**config.mk**
```make
export PLATFORM = sky130hd
export DESIGN_NAME = bit_serializer
export DESIGN_NICKNAME = d
export VERILOG_FILES = /design/src/rtl/bit_serializer_pkg.sv /design/src/rtl/serial_shift_reg.sv /design/src/rtl/bit_serializer.sv
export SDC_FILE = /design/constraint.sdc
export NUM_CORES = 1
export LEC_CHECK = 0
export CAP_MARGIN = 10
export CORE_AREA = 2 2 39 41
export DETAILED_ROUTE_END_ITERATION = 8
export DIE_AREA = 0 0 41 43
export GPL_TIMING_DRIVEN = 0
export PLACE_DENSITY = 0.87
export SLEW_MARGIN = 10
export SYNTH_ARGS = -nofsm -noshare
export SYNTH_HDL_FRONTEND = slang
export SYNTH_SLANG_ARGS = --single-unit
```
**constraint.sdc**
```tcl
create_clock -name clk -period 2.93 [get_ports clk]
set_input_delay 0.586 -clock clk [delete_from_list [all_inputs] [get_ports clk]]
set_output_delay 0.586 -clock clk [all_outputs]
set_load 0.03 [all_outputs]
```
**src/rtl/bit_serializer_pkg.sv**
```systemverilog
// Shared definitions for the bit serializer: FSM state encoding and
// default word geometry.
package bit_serializer_pkg;

    typedef enum logic {
        IDLE  = 1'b0,
        SHIFT = 1'b1
    } state_t;

    localparam int DEFAULT_WIDTH     = 8;
    localparam bit DEFAULT_MSB_FIRST = 1'b1;

endpackage

```
**src/rtl/serial_shift_reg.sv**
```systemverilog
// Shift register and remaining-bit counter for the serializer; drives the
// registered serial outputs under control of the parent FSM.
module serial_shift_reg
    import bit_serializer_pkg::*;
#(
    parameter int WIDTH     = DEFAULT_WIDTH,
    parameter bit MSB_FIRST = DEFAULT_MSB_FIRST
)(
    input  logic             clk,
    input  logic             reset,
    input  logic             load,
    input  logic             advance,
    input  logic [WIDTH-1:0] load_data,
    output logic             count_zero,
    output logic             x,
    output logic             x_valid,
    output logic             x_last
);

    localparam int CW = $clog2(WIDTH);

    logic [WIDTH-1:0] sreg;
    logic [CW-1:0]    count;

    // The first bit goes straight to x on load, so sreg only ever holds the
    // bits still to come, already aligned to the emitting end.
    always_ff @(posedge clk) begin
        if (!reset) begin
            sreg    <= '0;
            count   <= '0;
            x       <= 1'b0;
            x_valid <= 1'b0;
            x_last  <= 1'b0;
        end else if (load) begin
            count   <= CW'(WIDTH - 1);
            x_valid <= 1'b1;
            x_last  <= 1'b0;
            if (MSB_FIRST) begin
                x    <= load_data[WIDTH-1];
                sreg <= load_data << 1;
            end else begin
                x    <= load_data[0];
                sreg <= load_data >> 1;
            end
        end else if (advance && !count_zero) begin
            count   <= count - CW'(1);
            x_valid <= 1'b1;
            x_last  <= (count == CW'(1));
            if (MSB_FIRST) begin
                x    <= sreg[WIDTH-1];
                sreg <= sreg << 1;
            end else begin
                x    <= sreg[0];
                sreg <= sreg >> 1;
            end
        end else begin
            count   <= '0;
            x       <= 1'b0;
            x_valid <= 1'b0;
            x_last  <= 1'b0;
        end
    end

    assign count_zero = (count == '0);

endmodule

```
**src/rtl/bit_serializer.sv**
```systemverilog
// Parallel-to-serial converter with a valid/ready load port and a registered
// serial stream that supports gap-free back-to-back words.
module bit_serializer
    import bit_serializer_pkg::*;
#(
    parameter int WIDTH     = DEFAULT_WIDTH,
    parameter bit MSB_FIRST = DEFAULT_MSB_FIRST
)(
    input  logic             clk,
    input  logic             reset,
    input  logic             load_valid,
    input  logic [WIDTH-1:0] load_data,
    output logic             load_ready,
    output logic             x,
    output logic             x_valid,
    output logic             x_last
);

    state_t state;
    state_t next_state;
    logic   count_zero;
    logic   advance;
    logic   handshake;

    always_ff @(posedge clk) begin
        if (!reset) begin
            state <= IDLE;
        end else begin
            state <= next_state;
        end
    end

    // Ready reopens during the final bit so a waiting word follows with no gap.
    always_comb begin
        next_state = state;
        load_ready = 1'b0;
        advance    = 1'b0;
        case (state)
            IDLE: begin
                load_ready = 1'b1;
                if (load_valid) begin
                    next_state = SHIFT;
                end
            end
            SHIFT: begin
                load_ready = count_zero;
                advance    = !count_zero;
                if (count_zero && !load_valid) begin
                    next_state = IDLE;
                end
            end
            default: begin
                next_state = IDLE;
            end
        endcase
    end

    assign handshake = load_valid && load_ready;

    serial_shift_reg #(
        .WIDTH     (WIDTH),
        .MSB_FIRST (MSB_FIRST)
    ) u_shift (
        .clk        (clk),
        .reset      (reset),
        .load       (handshake),
        .advance    (advance),
        .load_data  (load_data),
        .count_zero (count_zero),
        .x          (x),
        .x_valid    (x_valid),
        .x_last     (x_last)
    );

endmodule

```
After elaboration in Yosys (flattened, before gate mapping) --
Index checks and enable logic that the tools add are counted.
Cells by class: $add $sub $neg 1, equal/unequal tests 1, muxes and demuxes 13, bitwise logic cells 3, reductions and logical operators 8
Operator list (count):
- 8-bit two-way mux | 2
- 1-bit two-way mux | 7
- 3-bit two-way mux | 2
- 1-bit one-hot mux with 2 select lines | 2
- 3-bit by 1-bit equality test with 1-bit output, second input constant | 1
- 1-bit logical AND | 3
- 3-bit zero test | 1
- 1-bit NOT | 3
- 3-bit OR reduction | 1
- 3-bit by 1-bit subtractor with 3-bit output, second input constant | 1
- 1-bit zero test | 2
- 2-bit nonzero test | 1
Word-level totals: register bits after elaboration 14, bits of input ports 11, output and inout bits 4, logic and storage cells 32

Logic depth before layout (Yosys ltp) --
Gate-level depths: netlist of the first run.
word-level depth 6, depth in mapped cells 7, mapped depth without buffers 6

Hierarchy --
From an unflattened synthesis of the first run, not the netlist that was laid out.
Unflattened totals: cells, all modules 75, area, all modules 724.4 µm²
Modules (own cells, without submodules):
- serial_shift_reg | instances 1, cells each 70, area each 673.1 µm², sequential area each 260.2 µm²
- bit_serializer | instances 1, cells each 5, area each 51.3 µm², sequential area each 20.0 µm²

Worst setup path before layout of the first run --
Ideal clock, no wire load.
path kind register to output, start register u_shift.count[0], end output load_ready, arrival time 0.957 ns, data required time 2.344 ns, path slack 1.387 ns, cell stages (with the launch flop) 7, path buffers 1, cell sequence dfxtp_1 -> inv_1 -> ha_1 -> nand2b_1 -> and2_1 -> buf_6 -> inv_6
Between the ends: cells in the longest elaborated chain, start to end 2
Ends and longest elaborated chain:
- from (decl) | line serial_shift_reg.sv:23 | logic [CW-1:0] count;
- from (signal assigned) | line serial_shift_reg.sv:35 | count <= CW'(WIDTH - 1);
- from (signal assigned) | line serial_shift_reg.sv:46 | count <= count - CW'(1);
- 3-bit zero test | line serial_shift_reg.sv:64 | assign count_zero = (count == '0);
- 1-bit one-hot mux with 2 select lines | line bit_serializer.sv:38 | case (state)
- to (decl) | line bit_serializer.sv:13 | output logic load_ready,
Every way passes these cells.

Worst setup path in the final report of the first run --
Same ends and word-level chain as after synthesis.

==> results of run 1 <==
==> synthesized netlist by cell type <==
library cell  count
buf_6             1
buf_2             1
nand4b_1          1
o21ai_0           7
nand2_1           4
a21oi_1           8
clkbuf_1          1
mux2i_1           7
o21a_1            1
and3_1            1
nor3_1            1
nand3_1           1
xnor2_1           1
nand2b_1          5
inv_1             4
and2_1            1
or2b_1            2
inv_6             1
mux2_2            1
ha_1              3
and2b_1           1
dfxtp_1          14
==> power breakdown <==
group / switching, uW / internal [uW] / total (uW)
Sequential: 12.3 / 211 / 223
Combinational: 52.0 / 53.5 / 105
Clock: 62.1 / 75.6 / 138
Total: 126 / 340 / 466
==> kinds of logic after synthesis <==
group / share of synthesized area
adder cells (fa/ha/maj): 0.0592
XOR/XNOR: 0.0138
multiplexers: 0.128
AO/OA/AOI/OAI: 0.130
AND/OR/NAND/NOR: 0.158
buffers and inverters: 0.0690
flip-flops: 0.442
==> state kept, by name, summed over array words and instances, names as in the netlist <==
name / cells
u_shift.sreg: 7
u_shift.x_last: 1
u_shift.x: 1
u_shift.x_valid: 1
u_shift.count: 3
state: 1
==> routing by layer <==
| layer | up-vias | GRT usage |
|---|---|---|
| li1 | 259 | - |
| met1 | 221 | 0.203 |
| met2 | 18 | 0.238 |
| met3 | 2 | 0.0785 |
| met4 | 0 | 0.0800 |
| met5 | - | 0 |
==> how the worst max path moves through the flow <==
stage                     start    endpoint  depth (start not counted)
2_1_floorplan  u_shift.count[0]  load_ready                          6
3_3_place_gp   u_shift.count[0]  load_ready                          7
3_5_place_dp   u_shift.count[0]  load_ready                          7
4_1_cts        u_shift.count[0]  load_ready                          7
5_1_grt        u_shift.count[0]  load_ready                          7
6_report       u_shift.count[0]  load_ready                          7
==> critical path, cell delays in order (launching register included) <==
cell and delay (ns):
dfxtp_1 0.33, inv_1 0.08, ha_1 0.16, nand2b_1 0.07, and2_1 0.17, buf_6 0.13
inv_6 0.08, clkdlybuf4s50_1 0.67
==> per-stage QoR <==
| stage | area [sq um] | total power (uW) |
|---|---|---|
| 2_1_floorplan | 634 | 297 |
| 5_1_grt | 821 | 496 |
| 4_1_cts | 821 | 471 |
| 6_report | 821 | 466 |
| 3_3_place_gp | 785 | 329 |
| 3_5_place_dp | 785 | 333 |
==> final cells by class <==
type,count,share of cell area
well taps,16,0.0244
plain buffers,3,0.0244
repair buffers,13,0.159
flip-flops and latches,14,0.341
clock buffers,4,0.0442
multi-input cells,45,0.378
inverters,5,0.0290
==> impl_results.html, run 1 <==
<table>
<tr><th>Metric</th><th>Value</th></tr>
<tr><th colspan="2">Critical path</th></tr>
<tr><td>Crit path capture type</td><td>primary output</td></tr>
<tr><td>Reg2Reg Depth</td><td>5</td></tr>
<tr><td>Capture point of the worst reg-to-reg path</td><td>u_shift.count[0]</td></tr>
<tr><td>Required time of the critical path</td><td>approximately 2.3 ns</td></tr>
<tr><td>Path type of the worst setup path</td><td>flip-flop to primary output</td></tr>
<tr><td>Arrival time of data at the critical path endpoint</td><td>between 1.5 and 2 ns</td></tr>
<tr><td>Slack of the worst reg-to-reg path</td><td>about 1.6 ns</td></tr>
<tr><td>Element type at the critical path start</td><td>flip-flop</td></tr>
<tr><td>Reg2Reg Launch Point</td><td>u_shift.count[0]</td></tr>
<tr><td>CP max FO</td><td>9</td></tr>
<tr><th colspan="2">Global route</th></tr>
<tr><td>Initial antenna violation count</td><td>0</td></tr>
<tr><td>Largest net degree at the start of global routing</td><td>11</td></tr>
<tr><td>Remaining global-route overflow</td><td>0</td></tr>
<tr><td>Wire length of the first global-routing pass</td><td>between 1500 and 2000 um</td></tr>
<tr><td>Overall fraction of global-route tracks in use</td><td>0.166</td></tr>
<tr><td>Number of global-route vias before repair</td><td>about 480</td></tr>
<tr><th colspan="2">Worst hold path</th></tr>
<tr><td>Path type of the worst min-delay path</td><td>flip-flop to flip-flop</td></tr>
<tr><td>Launch point of the worst hold path</td><td>u_shift.sreg[7]</td></tr>
<tr><td>Hold path cells</td><td>2</td></tr>
<tr><td>Hold Path End</td><td>u_shift.x</td></tr>
<tr><th colspan="2">Floorplanning</th></tr>
<tr><td>Core area</td><td>roughly 1400 sq um</td></tr>
<tr><td>Row cnt</td><td>14</td></tr>
<tr><td>Vert. Die Dim</td><td>about 43 um</td></tr>
<tr><td>Die area</td><td>1760 sq um</td></tr>
<tr><td>Initial cell density of the core</td><td>0.458</td></tr>
<tr><td>Die outline width</td><td>41 um</td></tr>
<tr><td>Number of top-level pins</td><td>15</td></tr>
<tr><th colspan="2">Clocking</th></tr>
<tr><td>Post-cts sizing count</td><td>0</td></tr>
<tr><td>Number of buffers created by CTS</td><td>3</td></tr>
<tr><td>Buffer cell driving the clock tree root</td><td>clkbuf_4</td></tr>
<tr><td>Maximum count of clock buffers along a single path</td><td>2</td></tr>
<tr><td>CTS sink cnt</td><td>14</td></tr>
<tr><td>Clock H-tree levels</td><td>1</td></tr>
<tr><td>CTS tree</td><td>built</td></tr>
<tr><td>Skew-Pair Late Insertion Delay</td><td>~0.28 ns</td></tr>
<tr><td>Setup bufs post-CTS</td><td>0</td></tr>
<tr><td>Number of hold-repair buffers added at the cts stage</td><td>0</td></tr>
<tr><td>Clock-pin slew of the registers on the worst-case setup and hold paths</td><td>0.09 ns</td></tr>
<tr><th colspan="2">Layout</th></tr>
<tr><td>Finished Layout Cells</td><td>100</td></tr>
<tr><td>Layout cell share with drive strength beyond 1</td><td>0.0952</td></tr>
<tr><td>Post-layout nets</td><td>~100</td></tr>
<tr><td>Area Overhead vs Synth</td><td>29.4%</td></tr>
<tr><td>Filler Cell Count</td><td>around 140</td></tr>
<tr><td>Seq. cell area</td><td>280 sq um</td></tr>
<tr><td>Ant. Diodes</td><td>0</td></tr>
<tr><td>Area of the multi-input gates</td><td>between 300 and 400 sq um</td></tr>
<tr><td>Layout Utilization</td><td>0.593</td></tr>
<tr><td>Top library cells by usage in the layout, fill and taps aside</td><td>dfxtp_1 (14), clkdlybuf4s50_1 (13), a21oi_1 (8), mux2i_1 (7), o21ai_0 (7)</td></tr>
<tr><td>Most common library cell in the layout ignoring fill and taps</td><td>dfxtp_1</td></tr>
<tr><th colspan="2">Run</th></tr>
<tr><td>MaxCap Viol Count</td><td>0</td></tr>
<tr><th colspan="2">STA</th></tr>
<tr><td>Worst slew pin tran</td><td>approximately 0.37 ns</td></tr>
<tr><td>Clock Skew</td><td>approximately 0.0042 ns</td></tr>
<tr><td>Setup repair after global routing missed its margin</td><td>no</td></tr>
<tr><td>Period utilisation layout</td><td>0.871</td></tr>
<tr><td>Slack of the critical path</td><td>~0.38 ns</td></tr>
<tr><td>Worst Hold Margin</td><td>~0.47 ns</td></tr>
<tr><td>Number of pins with negative max-slew slack in the final report</td><td>0</td></tr>
<tr><td>Remaining max-slew budget at the tightest pin</td><td>0.750</td></tr>
<tr><td>Final hold vios</td><td>0</td></tr>
<tr><td>FMAX</td><td>about 390 MHz</td></tr>
<tr><td>TNS Setup</td><td>0 ns</td></tr>
<tr><td>Final worst path period need</td><td>2.55 ns</td></tr>
<tr><td>Count of final setup violators</td><td>0</td></tr>
<tr><th colspan="2">Place</th></tr>
<tr><td>Detailed placer's ending HPWL</td><td>between 800 and 900 um</td></tr>
<tr><td>Number of placed instances, taps included</td><td>96</td></tr>
<tr><td>Worst Setup Slack post-DPL</td><td>a little under 0.7 ns</td></tr>
<tr><td>Total of buffers placed on input and output ports</td><td>13</td></tr>
<tr><td>Weighted congestion reported at the end of routability-driven placement</td><td>0.783</td></tr>
<tr><th colspan="2">Yosys</th></tr>
<tr><td>Leading cell types by total area after synthesis</td><td>dfxtp_1 (44%), mux2i_1 (11%), a21oi_1 (6.3%)</td></tr>
<tr><td>Count of mapped cells out of synthesis</td><td>67</td></tr>
<tr><td>Flop and latch count out of synthesis</td><td>14</td></tr>
<tr><td>Summed instance area of the synthesized netlist</td><td>between 600 and 700 sq um</td></tr>
<tr><td>Count of distinct cell types in the synthesized netlist</td><td>22</td></tr>
<tr><td>Net count of the mapped netlist</td><td>81</td></tr>
<tr><td>Synthesized area divided by synthesized cell count</td><td>about 9.5 sq um</td></tr>
<tr><td>Number of warnings reported in the yosys synthesis log</td><td>0</td></tr>
<tr><td>Synth top area share</td><td>0.442</td></tr>
<tr><td>Cell type with the largest total area after synthesis</td><td>dfxtp_1</td></tr>
<tr><td>Fraction of the yosys area taken by sequential cells</td><td>0.442</td></tr>
<tr><th colspan="2">Route</th></tr>
<tr><td>Wire length per cell after detailed routing</td><td>approximately 12 um</td></tr>
<tr><td>DR vias/cell</td><td>approximately 5.0</td></tr>
<tr><td>Total vias in the final route</td><td>500</td></tr>
<tr><td>Number of violations reported at the end of detailed-routing iteration 0</td><td>10</td></tr>
<tr><td>Final wirelength</td><td>1200 um</td></tr>
<tr><td>Number of antenna-violating nets in the routed design</td><td>0</td></tr>
<tr><td>Wire length on met2</td><td>about 500 um</td></tr>
<tr><td>Max Used Layer</td><td>met4</td></tr>
<tr><td>Wl on met1</td><td>a little under 600 um</td></tr>
<tr><td>1st-pass router iterations</td><td>4</td></tr>
<tr><td>DRC</td><td>0</td></tr>
<tr><td>Routed wire length on met3</td><td>around 93 um</td></tr>
<tr><th colspan="2">Power</th></tr>
<tr><td>Power density normalized to cell area</td><td>568 nW/um^2</td></tr>
<tr><td>Leakage power</td><td>about 0.00035 uW</td></tr>
<tr><td>Worst-case vdd ir drop</td><td>roughly 0.35 mV</td></tr>
<tr><th colspan="2">Outcome</th></tr>
<tr><td>Status</td><td>finished clean</td></tr>
</table>
Note: power is estimated with default switching activity, not from simulation.
==> run 2: changes to the inputs <==
--- a/config.mk
+++ b/config.mk
@@ -5,7 +5,6 @@
 export SDC_FILE = /design/constraint.sdc
 export NUM_CORES = 1
 export LEC_CHECK = 0
-export CAP_MARGIN = 10
 export CORE_AREA = 2 2 39 41
 export DETAILED_ROUTE_END_ITERATION = 8
 export DIE_AREA = 0 0 41 43
==> results of run 2 <==
Final layout, timing and power as in run 1 (identical DEF).
==> patch (flow settings as in run 1) <==
Set the package constant `DEFAULT_WIDTH` to 4 (it was 8).
--- a/src/rtl/bit_serializer_pkg.sv
+++ b/src/rtl/bit_serializer_pkg.sv
@@ -8,5 +8,5 @@
     } state_t;
 
-    localparam int DEFAULT_WIDTH     = 8;
+    localparam int DEFAULT_WIDTH     = 4;
     localparam bit DEFAULT_MSB_FIRST = 1'b1;
 
Ports: changed (resized load_data); port bits go from 15 to 11. No check against the original RTL was run, so the function may have changed too.
==> patch against run 1 <==
- critical path type unchanged
- count of clock-buffer cells in the layout stayed put
- cell area shrank 41%
- sequential share of layout area increased by 2.8 points
- total power is 42% lower
- routed wire length is 56% lower
- sequential cell count is 5 lower
- worst setup slack better by 220 ps
- area after synthesis shrank 45%
==> patch: results (changes against run 1) <==
Parameter                              Value

Clock tree
  Clock transition time at the flip-flop clock pins of the worst setup and hold paths    60 ps (was 90 ps)
  H-Tree Depth    1 (unchanged)
  Maximum buffer depth of the clock tree    2 (unchanged)
  Root Buffer Master    clkbuf_4 (unchanged)
  Hold-fix buffers, CTS    0 (unchanged)
  Skew-Pair Late Insertion Delay    260 ps (was 280 ps)
  Count of instances resized after the clock tree is built    0 (unchanged)
  Setup repair bufs after CTS    0 (unchanged)

Critical path
  Crit path largest cell delay    590 ps (was 670 ps)
  Biggest fanout along the worst timing path    7 (was 9)
  Arrival time of the worst setup path    1750 ps (was 1970 ps)
  Critical Path Slowest Stage Cell    clkdlybuf4s50_1 (unchanged)
  Top delay family on crit path    buffers and inverters (unchanged)
  Reg2reg path depth    6 (was 5)

Route
  DR WL met2    185 µm (was 499 µm)
  First-pass iteration count of the detailed router    1 (was 4)
  Met3 Wirelength    59 µm (was 93 µm)
  Wl on met1    251 µm (was 591 µm)
  WL per Instance    8.317 µm (was 12.04 µm)
  Routed via count    249 (was 500)
  Detailed Route Iter0 Violations    0 (was 10)

Power and ir drop
  Maximum vdd ir drop    0.2471 mV (was 0.3515 mV)
  Internal power    203.6 µW (was 340.0 µW)
  Leakage power figure    0.2172 nW (was 0.3516 nW)

Place
  Cells after DPL    59 (was 96)
  Placement Cell Area    461.7 µm² (was 784.5 µm²)
  Placer congestion estimate    0.7090 (was 0.7829)
  Pre-CTS setup slack    868.5 ps (was 680.6 ps)
  Number of buffers inserted by port buffering    9 (was 13)

Global route
  Largest net degree at the start of global routing    8 (was 11)
  Number of global-route vias before repair    195 (was 479)
  Global-route total usage across every layer    0.07366 (was 0.1663)
  Global-route wire length before repair    807 µm (was 1.952 mm)

Synth
  Number of synthesized flops with an enable pin    0 (unchanged)
  Leading cell types by total area after synthesis    dfxtp_1 51%, mux2i_1 8.5%, ha_1 7.1% (was dfxtp_1 44%, mux2i_1 11%, a21oi_1 6.3%)
  Net Count, Synth    43 (was 81)
  Warnings, synthesis    0 (unchanged)
  Post-synth top cells    9 x dfxtp_1, 4 x a21oi_1, 4 x inv_1, 3 x mux2i_1 (was 14 x dfxtp_1, 8 x a21oi_1, 7 x mux2i_1, 7 x o21ai_0, 5 x nand2b_1)
  Proportion of synthesized flip-flops having asynchronous set or reset    0 (unchanged)
  Number of distinct library cell variants in the gate-level netlist after synthesis    15 (was 22)
  Gate Count Post-Synth    34 (was 67)
  Sequential fraction of the synthesis area    0.5125 (was 0.4418)

Timing
  Max Clock Skew    1.463 ps (was 4.217 ps)
  Worst slew margin relative to its limit    0.7965 (was 0.7500)

Outcome
  Outcome    complete, no violations (unchanged)

Final layout
  Post-route non-filler standard cell count    63 (was 100)
  Number of nets in the layout    57 (was 99)
  Largest registers    u_shift.sreg (3), u_shift.count (2) (was u_shift.sreg (7), u_shift.count (3))
  Antenna diode instance count    0 (unchanged)
  Layout cells sized above 1    0.1915 (was 0.09524)
-- patch: changes by cell type in the layout (fill, tap and decap cells not counted), sizes merged, moves of 4 or more --
cell,change
a21oi,-4
dfxtp,-5
clkdlybuf4s50,-4
mux2i,-4
o21ai,-4
nand2b,-5
-- patch: final timing paths --
path / to / slack (ps) / from
hold / removal: u_shift.x / 450 / u_shift.sreg[3]
hold reg to reg: u_shift.x / 450 / u_shift.sreg[3]
setup reg to reg: u_shift.sreg[3] / 1770 / u_shift.count[0]
setup / recovery: load_ready / 600 / u_shift.count[0]
-- patch: kinds of logic (layout without fill, tap and decap cells) --
kind of cell	after synthesis	count (layout)	synth area share
buffers and inverters	6	19	0.08186
DFF	9	9	0.5124
and+or+nand+nor	6	6	0.1067
AOI/OAI and AO/OA	8	8	0.1424
adders and majority gates	2	2	0.07116
muxes	3	3	0.08541
-- patch: routing by layer --
metal | global-route usage | vias up
met5 | 0 | -
met3 | 0.04712 | 4
met4 | 0.06000 | 0
met1 | 0.1013 | 98
li1 | - | 137
met2 | 0.07500 | 10
-- patch: power groups by stage --
| stage | Clock (mW) | Sequential (mW) | Combinational [mW] |
|---|---|---|---|
| after floorplan | 0 | 0.140 | 0.0218 |
| after global placement | 0 | 0.136 | 0.0403 |
| after detailed placement | 0 | 0.137 | 0.0409 |
| after CTS | 0.0999 | 0.134 | 0.0412 |
| after global routing | 0.106 | 0.135 | 0.0450 |
| final | 0.0949 | 0.134 | 0.0406 |
-- patch: final cells by class --
cell class,instances,area (µm²)
fillers,150,895.9
well taps,16,20.02
inverters,5,21.27
flip-flops and latches,9,180.2
multi-input cells,19,142.6
clock buffers,4,26.28
plain buffers,1,7.507
repair buffers,9,90.09
